--- src/rtl/restoring_divider_32_bit_pkg.sv ---
// Shared constants for the restoring divider: FSM encodings, default width and counter sizing.
// The optional signed mode is controlled by the DIVIDER_SIGNED_EN macro in the top-level file.
package restoring_divider_32_bit_pkg;

  localparam logic [1:0] IDLE = 2'd0;
  localparam logic [1:0] RUN  = 2'd1;
  localparam logic [1:0] DONE = 2'd2;

  localparam int DEFAULT_WIDTH = 32;

  // One extra bit so the counter can represent WIDTH itself.
  function automatic int cnt_width(input int w);
    return $clog2(w) + 1;
  endfunction

  localparam int CNT_WIDTH = cnt_width(DEFAULT_WIDTH);

endpackage

--- src/rtl/restoring_divider_32_bit_step.sv ---
// One combinational restoring-division iteration: shift, trial subtract, select.
module div_step_32_bit #(
  parameter int WIDTH = 32
) (
  input  logic [WIDTH-1:0] rem_in,
  input  logic [WIDTH-1:0] quo_in,
  input  logic [WIDTH-1:0] divisor,
  output logic [WIDTH-1:0] rem_out,
  output logic [WIDTH-1:0] quo_out
);

  logic [WIDTH:0] shifted_rem;
  logic [WIDTH:0] diff;
  logic           borrow;

  // The partial remainder stays below the divisor, so after the shift it fits in WIDTH+1 bits
  // and the MSB of the WIDTH+1-bit difference is a reliable borrow.
  assign shifted_rem = {rem_in, quo_in[WIDTH-1]};
  assign diff        = shifted_rem - {1'b0, divisor};
  assign borrow      = diff[WIDTH];

  assign rem_out = borrow ? shifted_rem[WIDTH-1:0] : diff[WIDTH-1:0];
  assign quo_out = {quo_in[WIDTH-2:0], ~borrow};

endmodule

--- src/rtl/restoring_divider_32_bit.sv ---
// Multi-cycle restoring divider, one quotient bit per clock, fixed latency.
// Define DIVIDER_SIGNED_EN to add the is_signed input and two's-complement sign correction.
module restoring_divider_32_bit
  import restoring_divider_32_bit_pkg::*;
#(
  parameter int WIDTH = DEFAULT_WIDTH
) (
  input  logic             clk,
  input  logic             rst,
  input  logic             start,
`ifdef DIVIDER_SIGNED_EN
  input  logic             is_signed,
`endif
  input  logic [WIDTH-1:0] dividend,
  input  logic [WIDTH-1:0] divisor,
  output logic             busy,
  output logic             done,
  output logic [WIDTH-1:0] quotient,
  output logic [WIDTH-1:0] remainder,
  output logic             div_by_zero
);

  localparam int CW = cnt_width(WIDTH);

  logic [1:0]       state;
  logic [CW-1:0]    cnt;
  logic [WIDTH-1:0] rem_r;
  logic [WIDTH-1:0] quo_r;
  logic [WIDTH-1:0] divisor_r;
  logic [WIDTH-1:0] dividend_r;
  logic             dz_r;
  logic [WIDTH-1:0] rem_next;
  logic [WIDTH-1:0] quo_next;
  logic [WIDTH-1:0] dd_mag;
  logic [WIDTH-1:0] ds_mag;
  logic [WIDTH-1:0] q_final;
  logic [WIDTH-1:0] r_final;

`ifdef DIVIDER_SIGNED_EN
  logic dd_neg;
  logic ds_neg;
  logic neg_q;
  logic neg_r;

  // Divide magnitudes, then negate: quotient truncates toward zero, remainder follows the dividend.
  assign dd_neg  = is_signed & dividend[WIDTH-1];
  assign ds_neg  = is_signed & divisor[WIDTH-1];
  assign dd_mag  = dd_neg ? -dividend : dividend;
  assign ds_mag  = ds_neg ? -divisor : divisor;
  assign q_final = neg_q ? -quo_r : quo_r;
  assign r_final = neg_r ? -rem_r : rem_r;

  always_ff @(posedge clk) begin
    if (rst) begin
      neg_q <= 1'b0;
      neg_r <= 1'b0;
    end else if (state == IDLE && start) begin
      neg_q <= dd_neg ^ ds_neg;
      neg_r <= dd_neg;
    end
  end
`else
  assign dd_mag  = dividend;
  assign ds_mag  = divisor;
  assign q_final = quo_r;
  assign r_final = rem_r;
`endif

  div_step_32_bit #(
    .WIDTH(WIDTH)
  ) u_step (
    .rem_in (rem_r),
    .quo_in (quo_r),
    .divisor(divisor_r),
    .rem_out(rem_next),
    .quo_out(quo_next)
  );

  assign busy = (state != IDLE);

  always_ff @(posedge clk) begin
    if (rst) begin
      state       <= IDLE;
      cnt         <= '0;
      rem_r       <= '0;
      quo_r       <= '0;
      divisor_r   <= '0;
      dividend_r  <= '0;
      dz_r        <= 1'b0;
      done        <= 1'b0;
      quotient    <= '0;
      remainder   <= '0;
      div_by_zero <= 1'b0;
    end else begin
      done <= 1'b0;
      case (state)
        IDLE: begin
          if (start) begin
            quo_r      <= dd_mag;
            divisor_r  <= ds_mag;
            dividend_r <= dividend;
            rem_r      <= '0;
            cnt        <= '0;
            dz_r       <= (divisor == '0);
            state      <= (divisor == '0) ? DONE : RUN;
          end
        end
        RUN: begin
          rem_r <= rem_next;
          quo_r <= quo_next;
          cnt   <= cnt + CW'(1);
          if (cnt == CW'(WIDTH - 1)) begin
            state <= DONE;
          end
        end
        DONE: begin
          // Results are published here so the done pulse and the new values appear together.
          done  <= 1'b1;
          state <= IDLE;
          if (dz_r) begin
            quotient    <= '1;
            remainder   <= dividend_r;
            div_by_zero <= 1'b1;
          end else begin
            quotient    <= q_final;
            remainder   <= r_final;
            div_by_zero <= 1'b0;
          end
        end
        default: state <= IDLE;
      endcase
    end
  end

endmodule
--- config.mk ---
export PLATFORM = sky130hd
export DESIGN_NAME = restoring_divider_32_bit
export DESIGN_NICKNAME = d
export VERILOG_FILES = /design/src/rtl/restoring_divider_32_bit_pkg.sv /design/src/rtl/restoring_divider_32_bit_step.sv /design/src/rtl/restoring_divider_32_bit.sv
export SDC_FILE = /design/constraint.sdc
export NUM_CORES = 1
export LEC_CHECK = 0
export ABC_CLOCK_PERIOD_IN_PS = 3700
export BUFFER_PORTS_ARGS = -buffer_cell sky130_fd_sc_hd__buf_2
export CORE_UTILIZATION = 50
export CTS_CLUSTER_DIAMETER = 50
export CTS_CLUSTER_SIZE = 20
export DETAILED_ROUTE_END_ITERATION = 8
export PLACE_DENSITY = 0.79
export SLEW_MARGIN = 20
export SYNTH_ARGS = -nofsm -noshare
export SYNTH_HDL_FRONTEND = slang
export SYNTH_HIERARCHICAL = 1
export SYNTH_SLANG_ARGS = --single-unit
--- constraint.sdc ---
create_clock -name clk -period 3.7 [get_ports clk]
set_input_delay 1.11 -clock clk [delete_from_list [all_inputs] [get_ports clk]]
set_output_delay 1.11 -clock clk [all_outputs]
set_load 0.1 [all_outputs]
==> run metrics, run 1 <==
post-layout instance count excluding filler cells approximately 1.6k; CP endpoint kind flip-flop; later-pin clock latency in the skew report 0.53 ns; Inserted Clock Buffers 24; final routed wirelength across all metal layers around 26000 um; number of enable-type register cells in the synthesized netlist 0; setup repair after global routing missed its margin no; total count of hold-check failures in the final report 0; launch point of the worst path q_final[31]; capturing instance or port of the critical path r_final[19]; most common cell after layout, fill and taps aside nand2_1; Post-Syn Instances approximately 1.2k; die extent in y roughly 140 um; detailed-route vias per instance 5.698; total gr overflow 0; async set or reset register ratio after synthesis 0; number of nets still failing antenna checks after routing 0; DRC violation count after routing 0; FF-to-FF End r_final[19]; starting density of the core 0.5172; first-pass GRT wire length around 42000 um; area occupied by multi-input gates 5259 um2; mapped cell area a little over 10000 um2; length of the first detailed-routing pass in iterations 6; worst rel slew slack 0.3729; flip-flop and latch area just over 4000 um2; number of antenna cells inserted 0; layout-stage area growth over the synthesis result 12.81%; Bufs on Longest Clock Path 3; largest net degree at the start of global routing around 110; Die W approximately 140 um; maximum ir drop on the vdd rail about 1.0 mV; prevailing post-synth register cell dfxtp_1; Finish-stage setup viols 0; arrival time at the worst endpoint just under 4 ns; status complete, no violations; clk slew on worst S/H paths ~0.06 ns; final clock period utilization by the worst path 0.9356; number of nets in the layout between 1k and 1.5k; depth of the CTS H-tree 1; critical path type reg2reg; vias post-DR just over 9k; Static Leak 4.591 nW; GRT Total Usage 0.2504; Worst Skew between 0.02 and 0.03 ns; std cell rows 51; Floorplan Core Area about 20000 um2; number of antenna violations at the first check in global routing 0; Pwr Total between 10 and 15 mW; commonest cells after routing, fill and taps aside nand2_1, dfxtp_1, buf_2; maxcap violations 0; startpoint of the worst-slack reg-to-reg timing path q_final[31]; Yosys cell types 67; Synthesis Warnings 6; drt first-iter violations ~720; synthesized area per cell around 8 um2; layout cell share with drive strength beyond 1 0.1840; total negative slack 0 ns; Data required, critical path about 4.1 ns; largest fanout on the critical path 24; slew at the pin with the worst max-slew slack 0.9386 ns; final-report max-slew violation count 0; input/output buffers roughly 130; type of the worst min-delay path reg2reg; root buffer selected by CTS clkbuf_16; Layout fillers 1775; P per Cell Area slightly above 1000 nW/um2; # hold bufs at CTS 0; post-layout utilization of the core 0.5834; Fmax between 0.2 and 0.3 GHz; worst hold slack 0.4522 ns; cell count of the worst reg-to-reg path 15; clock sink total 203; setup slack on the worst flop-to-flop path around 0.24 ns; placed cells around 1.5k; final weighted congestion in routability-driven placement approximately 0.93; synthesized flop and latch total roughly 200; shortest clock period the worst path allows after layout 3.462 ns; clock tree from TritonCTS done; HPWL reported at the end of detailed placement between 15000 and 20000 um; sequential-to-total area share from yosys stat 0.3985; number of top-level pins 134; CP startpoint kind flip-flop; die area approximately 21000 um2; via count of the first global-routing pass 8283; per-cell routed wire length ~17 um; total nets after synthesis 1350
-- cell type report --
class                           instances  area share
Inverter                               35     0.01251
Clock buffer                           28     0.05710
Timing Repair Buffer                  153     0.07472
Tap cell                              265     0.02882
Sequential cell                       203      0.3534
Multi-Input combinational cell        891      0.4571
Clock inverter                         16     0.01632
-- stage by stage --
stage / setup WS, ns / area, um2
after global placement: 0.2872 / 10630
after CTS: 0.1153 / 11480
after global routing: 0.002593 / 11500
after detailed placement: 0.1513 / 10630
final: 0.2383 / 11500
after floorplan: 0.3749 / 10200
-- Yosys cell counts, types with 2 or more instances --
cell type / instances / area [um2]
ha_1: 33 / 412.9
mux2i_1: 33 / 330.3
a21o_1: 18 / 135.1
buf_12: 3 / 60.06
a211oi_1: 34 / 255.2
a21oi_1: 124 / 620.6
and3_1: 6 / 37.54
a31oi_1: 38 / 237.7
buf_4: 41 / 307.8
or3_1: 2 / 12.51
mux2_2: 6 / 67.56
nor2_1: 83 / 311.6
nand2b_1: 3 / 18.77
dfxtp_1: 203 / 4064
clkbuf_1: 26 / 97.59
o21bai_1: 4 / 30.03
inv_1: 34 / 127.6
nor4_1: 9 / 56.30
or2_2: 2 / 12.51
o31ai_1: 4 / 30.03
o21a_1: 7 / 52.55
nand4_1: 10 / 62.56
nand3_1: 48 / 240.2
buf_1: 4 / 15.01
xor2_1: 14 / 122.6
mux2_4: 19 / 285.3
a21oi_2: 2 / 17.52
buf_6: 5 / 56.30
nor2_4: 3 / 33.78
nand2_1: 247 / 927.1
o21ai_0: 19 / 95.09
xnor2_1: 13 / 113.9
nor3_1: 72 / 360.4
o2111ai_1: 4 / 35.03
buf_2: 39 / 195.2
nor3b_1: 3 / 22.52
nor2b_1: 4 / 25.02
-- critical path, stage by stage (launching register included) --
cell and delay [ns]:
dfxtp_1 0.37, inv_1 0.06, ha_1 0.21, fa_1 0.41, and2b_1 0.26, o2111ai_2 0.13, a21oi_2 0.21, o2111ai_1 0.17
a211oi_2 0.28, nor2_4 0.10, mux2i_4 0.24, and2_4 0.23, clkinv_8 0.16, mux2_4 0.34, nand2_1 0.06, a21oi_1 0.07
-- worst min-delay path by stage --
stage                        start        endpoint  slack [ns]  depth (start not counted)
floorplan            dividend_r[0]   dividend_r[0]        0.44                          2
global placement      divisor_r[6]    divisor_r[6]        0.44                          2
detailed placement  dividend_r[12]  dividend_r[12]        0.45                          2
CTS                 dividend_r[12]  dividend_r[12]        0.46                          2
global route          divisor_r[7]    divisor_r[7]        0.47                          2
finish                divisor_r[8]    divisor_r[8]        0.45                          2
-- sequential cells by signal, indices dropped and copies added (netlist names) --
register     count
div_by_zero      1
state            2
divisor_r       32
dz_r             1
cnt              6
done             1
dividend_r      32
r_final         32
remainder       32
quotient        32
q_final         32
-- logic make-up after synthesis --
family / count (synthesis) / synth area share
compound gates: 268 / 0.1614
buf+inv: 155 / 0.08748
flops: 203 / 0.3985
xor+xnor: 27 / 0.02319
simple gates: 503 / 0.2178
mux: 59 / 0.06920
fa+ha+maj: 34 / 0.04245
-- repair_timing --
item                       CTS  global route
buffers inserted             0             3
gates resized for setup      0             1
setup endpoints to repair    0            23
-- power by group --
group / internal [mW] / switching, mW
clock network: 1.36 / 1.11
registers: 2.42 / 0.253
logic: 3.17 / 3.37
total: 6.94 / 4.73
-- layer usage --
layer | global-route usage | vias up | part of all wire
met5 | 0 | - | 0
met1 | 0.3247 | 4200 | 0.43
li1 | - | 4426 | -
met4 | 0.1003 | 0 | 0.038
met2 | 0.4188 | 372 | 0.47
met3 | 0.03422 | 67 | 0.060
Note: power is estimated with default switching activity, not from simulation.
==> inputs of run 2 (changes only) <==
Settings changed: ABC_CLOCK_PERIOD_IN_PS 3700 to 4300, CORE_UTILIZATION 50 to 63, PLACE_DENSITY 0.79 to 0.94.
Clock period 3.7 ns to 4.3 ns, I/O delays scaled along.
==> run 2 against run 1 <==
Effect of this change: sequential share of layout area increased by 0.83 points; largest power group unchanged; core utilization increased by 13 points; critical path type unchanged; combinational power decreased by 17%.
==> run metrics, run 2 (synthesized netlist as in run 1, its figures left out) <==
status complete, no violations; post-layout instance count excluding filler cells between 1.5k and 2k; part of the total power dissipated in the clock network 0.199; critical hold path startpoint divisor_r[11]; arrival time at the worst endpoint 4.03 ns; Floorplan Core Area about 16000 um2; final routed wirelength across all metal layers about 26000 um; Die W between 100 and 150 um; worst rel slew slack 0.3572; type of the worst min-delay path reg2reg; CP endpoint kind flip-flop; worst path setup slack after routing between 0.5 and 0.6 ns; length of the first detailed-routing pass in iterations 5; HPWL reported at the end of detailed placement between 15000 and 20000 um; final standard cell area without fillers roughly 11000 um2; number of instances on the worst hold path 2; setup slack on the worst flop-to-flop path around 0.60 ns; setup repair after global routing missed its margin no; per-cell routed wire length 16.96 um; power spent charging and discharging nets ~3.9 mW; number of nets in the layout 1397; std cell rows 46; startpoint of the worst-slack reg-to-reg timing path q_final[31]; total count of hold-check failures in the final report 0; number of nets still failing antenna checks after routing 0; largest fanout on the critical path 24; Placement Cell Area ~11000 um2; proportion of power drawn by combinational gates 0.561; DRC violation count after routing 0; starting density of the core 0.6443; number of antenna cells inserted 0; most common cell after layout, fill and taps aside nand2_1; number of antenna violations at the first check in global routing 0; Setup Slack @ Placement approximately 0.71 ns; count of buffer and inverter cells on the critical path 2; critical path's largest stage delay 0.41 ns; Hold Path Sink divisor_r[11]; root buffer selected by CTS clkbuf_16; total gr overflow 0; number of top-level pins 134; placed cells 1489; final-report max-slew violation count 0; input/output buffers ~130; Internal 5.768 mW; via count of the first global-routing pass slightly below 9k; later-pin clock latency in the skew report around 0.51 ns; # hold bufs at CTS 0; gate family responsible for the most delay along the worst path compound AO/OA/AOI/OAI gates; post_cts resized 0; GRT Total Usage 0.3132; Fmax ~0.27 GHz; P per Cell Area 857.7 nW/um2; largest net degree at the start of global routing 112; post-layout utilization of the core 0.7100; clk slew on worst S/H paths 0.07 ns; drt first-iter violations roughly 850; die extent in y between 100 and 150 um; Inserted Clock Buffers 21; clock tree from TritonCTS done; final clock period utilization by the worst path 0.8609; Finish-stage setup viols 0; CP startpoint kind flip-flop; FF-to-FF End r_final[19]; layout-stage area growth over the synthesis result 10.21%; slew at the pin with the worst max-slew slack about 0.96 ns; fraction of power consumed by sequential logic 0.240; cells along the critical path inv_1, ha_1, fa_1, and2b_1, o2111ai_2, a21oi_2, o2111ai_1, a211oi_2, nor2_4, mux2i_4, and2_4, inv_8, mux2_4, nand2_1, a21oi_1; Static Leak 4.487 nW; total negative slack 0 ns; clock sink total slightly above 200; commonest cells after routing, fill and taps aside nand2_1, dfxtp_1, buf_2; Worst Skew approximately 0.024 ns; Data required, critical path between 4 and 5 ns; maximum ir drop on the vdd rail around 0.89 mV; vias post-DR 9171; depth of the CTS H-tree 1; detailed-route vias per instance 6.006; slowest CP cell fa_1; final weighted congestion in routability-driven placement just under 1; shortest clock period the worst path allows after layout 3.702 ns; cell count of the worst reg-to-reg path 15; layout cell share with drive strength beyond 1 0.1754; Bufs on Longest Clock Path 3; critical path type reg2reg; die area about 17000 um2; maxcap violations 0; worst hold slack approximately 0.45 ns; first-pass GRT wire length roughly 42000 um; Pwr Total 9.639 mW; Net Sw Frac 0.4016; buffers inserted during post-CTS setup optimization 0
run 2: cell count changes in the layout (fill, tap and decap cells not counted), sizes merged:
cell / delta
bufinv: +2
clkbuf: -5
buf: -9
inv: -3
run 2: per-layer routing:
| metal | part of all wire | global-route usage | vias up |
|---|---|---|---|
| met3 | 0.060 | 0.04500 | 83 |
| li1 | - | - | 4391 |
| met5 | 0 | 0 | - |
| met4 | 0.045 | 0.1647 | 0 |
| met1 | 0.42 | 0.3866 | 4330 |
| met2 | 0.48 | 0.5313 | 367 |
run 2: area by class of cell:
| type | instances | area (um2) |
|---|---|---|
| clock buffer | 23 | 553.0 |
| clock inverter | 15 | 185.2 |
| fill | 1155 | 4589 |
| inverter | 35 | 138.9 |
| multi-input combinational | 891 | 5259 |
| sequential | 203 | 4065 |
| tap | 216 | 270.3 |
| timing repair buffer | 144 | 767.0 |
run 2: how the worst max path moves through the flow:
stage                            from           to  slack [ns]  depth (start not counted)
after floorplan           q_final[31]  r_final[13]        0.97                         17
after global placement    q_final[31]  r_final[23]        0.87                         15
after detailed placement  q_final[31]  r_final[24]        0.71                         15
after CTS                 q_final[31]  r_final[19]        0.65                         15
after global routing      q_final[31]  r_final[17]        0.40                         15
final                     q_final[31]  r_final[19]        0.60                         15
run 2: power by group through the flow:
stage          Clock (mW)  Combinational [mW]  Sequential (mW)
2_1_floorplan           0                4.88             2.25
6_report             1.92                5.41             2.31
4_1_cts              1.93                5.30             2.30
3_3_place_gp            0                5.13             2.34
3_5_place_dp            0                5.23             2.34
5_1_grt              2.02                5.83             2.33
run 2: worst register-to-register path, stage by stage (launching register included):
cell	delay, ns
dfxtp_1	0.40
inv_1	0.06
ha_1	0.21
fa_1	0.41
and2b_1	0.25
o2111ai_2	0.14
a21oi_2	0.21
o2111ai_1	0.18
a211oi_2	0.33
nor2_4	0.11
mux2i_4	0.34
and2_4	0.31
inv_8	0.13
mux2_4	0.32
nand2_1	0.06
a21oi_1	0.06
